`src/rtl/multi_debouncer.sv`:
```
// rtl/multi_debouncer.sv - N-channel pushbutton debouncer with polarity, sync, glitch abort and long-press
//
// Ports:
//   clk            system clock
//   n_rst          synchronous active-low reset
//   active_low     per-channel polarity (1 = pressed reads 0 on button_in)
//   button_in      raw asynchronous button pins
//   button_out     debounced level, active-high, registered
//   press_pulse    one-cycle pulse on committed press
//   release_pulse  one-cycle pulse on committed release
//   long_press     one-cycle pulse once per press after the hold time
//   any_pressed    OR of button_out
module multi_debouncer #(
    parameter int NUM_CH         = 4,
    parameter int CLK_PERIOD_NS  = 20,
    parameter int BOUNCE_TIME_MS = 20,
    parameter int LONG_PRESS_MS  = 1000,
    parameter int SIM_FAST       = 0
) (
    input  logic              clk,
    input  logic              n_rst,
    input  logic [NUM_CH-1:0] active_low,
    input  logic [NUM_CH-1:0] button_in,
    output logic [NUM_CH-1:0] button_out,
    output logic [NUM_CH-1:0] press_pulse,
    output logic [NUM_CH-1:0] release_pulse,
    output logic [NUM_CH-1:0] long_press,
    output logic              any_pressed
);

    localparam longint TIME_SCALE = (SIM_FAST != 0) ? longint'(CLK_PERIOD_NS) : 64'd1_000_000;
    localparam longint CNT_MAX    = longint'(BOUNCE_TIME_MS) * TIME_SCALE / longint'(CLK_PERIOD_NS);
    localparam longint LP_MAX     = longint'(LONG_PRESS_MS) * TIME_SCALE / longint'(CLK_PERIOD_NS);
    localparam int     CNT_W      = $clog2(CNT_MAX + 1);
    localparam int     LP_W       = $clog2(LP_MAX + 1);

    localparam logic [CNT_W-1:0] CNT_LAST = CNT_W'(CNT_MAX - 1);
    localparam logic [LP_W-1:0]  LP_LAST  = LP_W'(LP_MAX - 1);

    typedef enum logic [1:0] {
        RELEASED     = 2'd0,
        PUSH_WAIT    = 2'd1,
        PUSHED       = 2'd2,
        RELEASE_WAIT = 2'd3
    } state_t;

    for (genvar i = 0; i < NUM_CH; i++) begin : g_ch
        logic [1:0]       sync;
        logic             btn;
        state_t           state, state_nx;
        logic [CNT_W-1:0] cnt, cnt_nx;
        logic [LP_W-1:0]  hold, hold_nx;
        logic             fired, fired_nx;
        logic             out_q, out_nx;
        logic             press_q, press_nx;
        logic             release_q, release_nx;
        logic             lp_q, lp_nx;

        assign btn = sync[1];

        always_ff @(posedge clk) begin
            if (!n_rst) begin
                sync      <= 2'b00;
                state     <= RELEASED;
                cnt       <= '0;
                hold      <= '0;
                fired     <= 1'b0;
                out_q     <= 1'b0;
                press_q   <= 1'b0;
                release_q <= 1'b0;
                lp_q      <= 1'b0;
            end else begin
                // Polarity is folded in before the synchroniser so a runtime
                // polarity flip is debounced like any other input change.
                sync      <= {sync[0], button_in[i] ^ active_low[i]};
                state     <= state_nx;
                cnt       <= cnt_nx;
                hold      <= hold_nx;
                fired     <= fired_nx;
                out_q     <= out_nx;
                press_q   <= press_nx;
                release_q <= release_nx;
                lp_q      <= lp_nx;
            end
        end

        always_comb begin
            state_nx   = state;
            cnt_nx     = '0;
            hold_nx    = hold;
            fired_nx   = fired;
            press_nx   = 1'b0;
            release_nx = 1'b0;
            lp_nx      = 1'b0;
            case (state)
                RELEASED: begin
                    hold_nx  = '0;
                    fired_nx = 1'b0;
                    if (btn) state_nx = PUSH_WAIT;
                end
                PUSH_WAIT: begin
                    hold_nx = '0;
                    if (!btn) begin
                        state_nx = RELEASED;
                    end else if (cnt == CNT_LAST) begin
                        state_nx = PUSHED;
                        press_nx = 1'b1;
                    end else begin
                        cnt_nx = cnt + 1'b1;
                    end
                end
                PUSHED: begin
                    if (!btn) state_nx = RELEASE_WAIT;
                    if (hold != LP_LAST) hold_nx = hold + 1'b1;
                    // The fired flag keeps the saturated hold counter from
                    // re-triggering until the channel is released.
                    if (hold == LP_LAST && !fired) begin
                        lp_nx    = 1'b1;
                        fired_nx = 1'b1;
                    end
                end
                RELEASE_WAIT: begin
                    // hold is left untouched so an aborted release resumes counting
                    if (btn) begin
                        state_nx = PUSHED;
                    end else if (cnt == CNT_LAST) begin
                        state_nx   = RELEASED;
                        release_nx = 1'b1;
                    end else begin
                        cnt_nx = cnt + 1'b1;
                    end
                end
                default: begin
                    state_nx = RELEASED;
                    hold_nx  = '0;
                    fired_nx = 1'b0;
                end
            endcase
            out_nx = (state_nx == PUSHED) || (state_nx == RELEASE_WAIT);
        end

        assign button_out[i]    = out_q;
        assign press_pulse[i]   = press_q;
        assign release_pulse[i] = release_q;
        assign long_press[i]    = lp_q;
    end

    assign any_pressed = |button_out;

endmodule

```
`config.mk`:
```
export PLATFORM = sky130hd
export DESIGN_NAME = multi_debouncer
export DESIGN_NICKNAME = d
export VERILOG_FILES = /design/src/rtl/multi_debouncer.sv
export SDC_FILE = /design/constraint.sdc
export NUM_CORES = 1
export LEC_CHECK = 0
export BUFFER_PORTS_ARGS = -buffer_cell sky130_fd_sc_hd__buf_2
export CORE_MARGIN = 8
export CORE_UTILIZATION = 53
export DETAILED_ROUTE_END_ITERATION = 8
export GPL_ROUTABILITY_DRIVEN = 1
export PLACE_DENSITY = 0.72
export SYNTH_ARGS = -nofsm -noshare
export SYNTH_HDL_FRONTEND = slang
export SYNTH_SLANG_ARGS = --single-unit
```
`constraint.sdc`:
```
create_clock -name clk -period 1.9 [get_ports clk]
set_clock_uncertainty 0.05 [all_clocks]
set_input_delay 0.38 -clock clk [delete_from_list [all_inputs] [get_ports clk]]
set_output_delay 0.38 -clock clk [all_outputs]
set_load 0.005 [all_outputs]
```
== Word-level counts from Yosys, hierarchy flattened ==
Cells that the tools add are included.

* Flip-flop bits (word level): 220
* Output and inout bits: 17

* Add/sub/neg operators: 8
* Equality and inequality tests: 40
* Muxes and demuxes: 68
* Bitwise logic cells: 9
* Reduce and logical (&&, ||, !) cells: 49

{| class="wikitable"
|+ Operator list
! operator !! number
|-
| 20-bit 2-to-1 mux || 12
|-
| 26-bit one-hot mux with 2 select lines || 4
|-
| 20-bit one-hot mux with 2 select lines || 4
|-
| 26-bit by 1-bit adder with 26-bit output (second input constant) || 4
|-
| 26-bit == test (second input constant) || 4
|-
| 26-bit 2-to-1 mux || 4
|-
| 26-bit inequality test (second input constant) || 4
|-
| 20-bit by 1-bit adder with 20-bit output (second input constant) || 4
|-
| 20-bit == test (second input constant) || 4
|-
| 2-bit 2-to-1 mux || 24
|-
| 2-bit == test (second input constant) || 16
|-
| 2-bit one-hot mux with 4 select lines || 4
|-
| 2-bit AND reduction || 12
|-
| 2-bit inequality test (second input constant) || 8
|-
| 2-bit nonzero test || 8
|-
| 1-bit 2-to-1 mux || 12
|-
| 3-bit AND reduction || 4
|-
| 3-bit OR reduction || 4
|-
| 2-bit by 1-bit == test with 1-bit output (second input constant) || 4
|-
| 2-bit logical NOT || 4
|-
| 1-bit one-hot mux with 2 select lines || 4
|-
| 2-bit OR reduction || 4
|-
| 1-bit inverter || 5
|-
| 1-bit logical AND || 4
|-
| 4 further kinds || 13
|}

== Depth between registers and ports, before layout ==
* Word-level depth: 6
* Depth in mapped cells: 8
* Mapped depth without buffers: 6

== Worst setup path after synthesis ==
Ideal clock, no wire load.

* Path kind: reg-to-reg
* From: register g_ch[1].hold[0]
* To: register g_ch[1].hold[0]
* Arrival: 1,770 ps
* Data required time: 1,722 ps
* Path slack: -48 ps
* Stages on the path, launching flop included: 9
* Path buffers: 2
* Clock period less this slack: 1,948 ps
* Cells stage by stage: dfxtp_1 > ha_1 > nand3_1 > or4_1 > clkbuf_1 > o21bai_2 > buf_4 > xor2_1 > nor2_1

* Word-level cells in the longest chain between the ends: 3
* Elaborated cells on any way between the ends: 6

{| class="wikitable"
|+ RTL lines
! item !! line !! source
|-
| start: declaration || 52 || <nowiki>logic [LP_W-1:0] hold, hold_nx;</nowiki>
|-
| start signal: assignment || 78 || <nowiki>hold <= hold_nx;</nowiki>
|-
| 26-bit by 1-bit adder with 26-bit output / 26-bit inequality test (equally long branches) || 114 || <nowiki>if (hold != LP_LAST) hold_nx = hold + 1'b1;</nowiki>
|-
| 26-bit 2-to-1 mux / 2-bit inequality test (equally long branches) || - ||
|-
| 26-bit one-hot mux with 2 select lines / 2-bit AND reduction (equally long branches) || - ||
|}

Several ways; a longest one is shown, not always the timed one. The select of a mux whose other input is x is not followed.
A chain may end at the register's enable or synchronous reset.

== Final worst setup path ==
* From: register g_ch[1].hold[1]
* To: register g_ch[1].hold[4]

The elaborated chain is that of the path after synthesis.

==> run summary <==
## Outcome
• **outcome** finished, violations left
• **violations in the final reports** setup timing

## Synth
• **number of storage elements in the synthesis netlist** 220
• **Mean Syn Cell Area** 8.67 um^2
• **number of enable flip-flop cells after synthesis** 0
• **nets in the synthesized netlist** 1157
• **most area-hungry cell type in the Yosys netlist** sky130_fd_sc_hd__dfxtp_1
• **Synthesis Warnings** 0
• **Post-synth top cells** sky130_fd_sc_hd__dfxtp_1 (220), sky130_fd_sc_hd__nor2_1 (156), sky130_fd_sc_hd__nand2_1 (87)
• **summed instance area of the synthesized netlist** 0.00987 mm^2
• **dominant cells by area after synthesis** sky130_fd_sc_hd__dfxtp_1 (45%), sky130_fd_sc_hd__xor2_1 (7.3%), sky130_fd_sc_hd__nor2_1 (5.9%)
• **most numerous cell in the Yosys netlist** sky130_fd_sc_hd__dfxtp_1
• **most used flip-flop cell after synthesis** sky130_fd_sc_hd__dfxtp_1
• **share of Yosys cell area claimed by the top area cell type** 44.6%
• **sequential cell area fraction in the yosys report** 44.6%
• **synth unique cells** 57
• **post-synthesis cell count** 1139
• **asr flop ratio synth** 0%

## Clock network
• **number of hold buffers added after cts** 0
• **Num Clock Sinks** 220
• **clock tree from TritonCTS** yes
• **clock transition at the registers of the reported paths** 60 ps
• **clock tree root buffer cell** sky130_fd_sc_hd__clkbuf_16
• **Clk Latency, worst-skew pair** 510 ps
• **depth of the CTS H-tree** 1
• **Max Buffers Root-to-Sink** 3
• **Inserted Clock Buffers** 24

## Worst setup path
• **critical-path maximum fanout** 7
• **arrival time at the worst endpoint** 2280 ps
• **kind of critical path** reg -> reg
• **critical path capture point type** register
• **Critical Path Start Type** register
• **endpoint required time on the critical path** 2250 ps

## Drt
• **Routed wire per std cell** 13.9 um
• **final routed DRC violation total** 0
• **Avg Vias per Cell** 5.56
• **Via Count** 8425
• **number of optimization iterations in the first detailed-route pass** 5
• **final WL** 21000 um
• **DRT antenna net count** 0
• **initial DRC count** 242

## Timing
• **post-layout min period** 1930 ps
• **count of final setup violators** 3
• **Worst Tran Pin Value** 435 ps
• **total count of max-transition violations in the final report** 0
• **max frequency** 517 MHz
• **worst-case hold slack** 165 ps
• **final hold vios** 0
• **Tcrit/Tclk final** 102%
• **setup repair after global routing missed its margin** true
• **post-layout worst setup margin** -34.8 ps
• **Max-Slew Margin vs Limit** 70.8%

## Cells and area
• **share of cells above drive strength 1** 20.2%
• **net count reported at finish** 1281
• **Layout area overhead** 22.5%
• **filler cell count in the final layout** 1519
• **post-layout util** 65.3%
• **total inserted antenna cells** 0

## Die
• **Die Area** 0.0233 mm^2
• **floorplan core area** 0.0185 mm^2
• **DIE HEIGHT** 152 um
• **number of top-level pins** 27
• **initial core utilization** 53.3%
• **number of placement rows** 50
• **die width** 152 um

## Global routing
• **met3 Use GR** 2.81%
• **total congestion overflow after global routing** 0
• **grt met2 use** 30.2%
• **busiest layer in global routing** met2
• **number of global-route vias before repair** 7884
• **maximum number of pins on one net before global-route repair** 25
• **total routing resource utilization after global routing** 17.3%
• **first-pass GRT wire length** 35600 um
• **initial antenna violation count** 0
• **routing usage on met1** 21.6%

## Power and ir drop
• **power per cell area** 761 mW/mm^2
• **Pwr Total** 9.19 mW
• **Max rail drop VDD** 602 uV
• **P_leak** 4.29 nW

## Worst hold path
• **type of the worst min-delay path** in -> reg

## Placement
• **half-perimeter wire length after detailed placement** 14000 um
• **RD Place Congestion** 0.829
• **port bufs** 26

## Flow run
• **max-capacitance violation count** 0

-- final timing paths --
| kind | end | depth (start not counted) | slack [ps] | from |
|---|---|---|---|---|
| worst max-delay path | g_ch[1].hold[4] | 8 | -30 | g_ch[1].hold[1] |
| worst min-delay path | g_ch[0].sync[0] | 3 | 170 | button_in[0] |
| worst max register to register | g_ch[1].hold[4] | 8 | -30 | g_ch[1].hold[1] |
| worst min register to register | g_ch[3].sync[1] | 1 | 370 | g_ch[3].sync[0] |
-- state kept, by name (all words and copies together), names as in the netlist --
register and cells:
g_ch.hold 104, g_ch.cnt 80, g_ch.state 8, g_ch.sync 8
g_ch.fired 4, g_ch.lp_q 4, g_ch.out_q 4, g_ch.press_q 4
g_ch.release_q 4
-- cells in the final DEF, fill, tap and decap left out, types with 8 or more instances in the layout --
cell                        count
sky130_fd_sc_hd__clkbuf_1       9
sky130_fd_sc_hd__o211ai_1       8
sky130_fd_sc_hd__buf_4        118
sky130_fd_sc_hd__a21oi_1       37
sky130_fd_sc_hd__or4_1         18
sky130_fd_sc_hd__nand3_1       60
sky130_fd_sc_hd__nor2_1       154
sky130_fd_sc_hd__o31ai_1       15
sky130_fd_sc_hd__xor2_1        82
sky130_fd_sc_hd__nand4_1       59
sky130_fd_sc_hd__xnor2_1       41
sky130_fd_sc_hd__inv_1         22
sky130_fd_sc_hd__nand2_1       87
sky130_fd_sc_hd__nor4_1        16
sky130_fd_sc_hd__dfxtp_2       10
sky130_fd_sc_hd__nor3_1        24
sky130_fd_sc_hd__nor2b_1       10
sky130_fd_sc_hd__o21ai_0       25
sky130_fd_sc_hd__or3_1         22
sky130_fd_sc_hd__buf_2         27
sky130_fd_sc_hd__dfxtp_1      209
sky130_fd_sc_hd__clkbuf_16     24
sky130_fd_sc_hd__and4_1        18
sky130_fd_sc_hd__and2_1        21
sky130_fd_sc_hd__and3_1        26
-- worst max-delay path, stage by stage, from the launching register on --
cell                       delay (ps)
sky130_fd_sc_hd__dfxtp_4          360
sky130_fd_sc_hd__ha_4             140
sky130_fd_sc_hd__nand3_4           70
sky130_fd_sc_hd__or4_4            600
sky130_fd_sc_hd__o21bai_4         170
sky130_fd_sc_hd__buf_6            140
sky130_fd_sc_hd__buf_6            120
sky130_fd_sc_hd__or3_1            110
sky130_fd_sc_hd__a21oi_1           60
-- final cells by class --
class / count / area [um^2] / area share (%)
flip-flops and latches: 220 / 4420 / 36.6
clock inverters: 5 / 61.3 / 0.507
inverters: 22 / 82.6 / 0.683
clock buffers: 38 / 703 / 5.82
multi-input cells: 841 / 5380 / 44.5
repair buffers: 154 / 1150 / 9.50
well taps: 234 / 293 / 2.42
-- power breakdown --
part / leakage, nW / internal (mW) / switching, mW / total [mW]
sequential: 1.78 / 4.63 / 0.0121 / 4.64
clock: 0.375 / 2.67 / 1.79 / 4.46
combinational: 2.14 / 0.0425 / 0.0519 / 0.0944
total: 4.29 / 7.34 / 1.86 / 9.19
-- repair_timing --
item	CTS	global route
pin swaps	8	29
hold endpoints to repair	0	0
gates resized for setup	17	66
endpoints found under the setup margin	34	78
gates cloned	0	2
setup buffers	4	10
-- cell families after synthesis --
kind of cell,after synthesis,synth area share [%]
adders and majority gates,8,1.01
muxes,7,0.710
xor gates and xnor gates,123,10.9
AOI/OAI and AO/OA,126,8.02
buffers and inverters,79,3.79
DFF,220,44.6
and+or+nand+nor,576,30.9
-- stage by stage --
stage / instances / worst slack [ps] / instance area (um^2) / setup TNS (ps)
floorplan: 1139 / -8.73 / 9880 / -8.73
global placement: 1455 / 4.29 / 10900 / 0
finish: 1514 / -34.8 / 12100 / -79.6
global route: 1514 / -105 / 12100 / -1020
detailed placement: 1455 / -108 / 10900 / -939
CTS: 1502 / -2.66 / 11800 / -2.66
-- metal layers --
layer | up-vias | share of wire (%)
met5 | - | 0
li1 | 4289 | -
met3 | 39 | 3.6
met1 | 3970 | 46
met4 | 0 | 2.0
met2 | 127 | 48
Power figures use the tool's default switching activity.
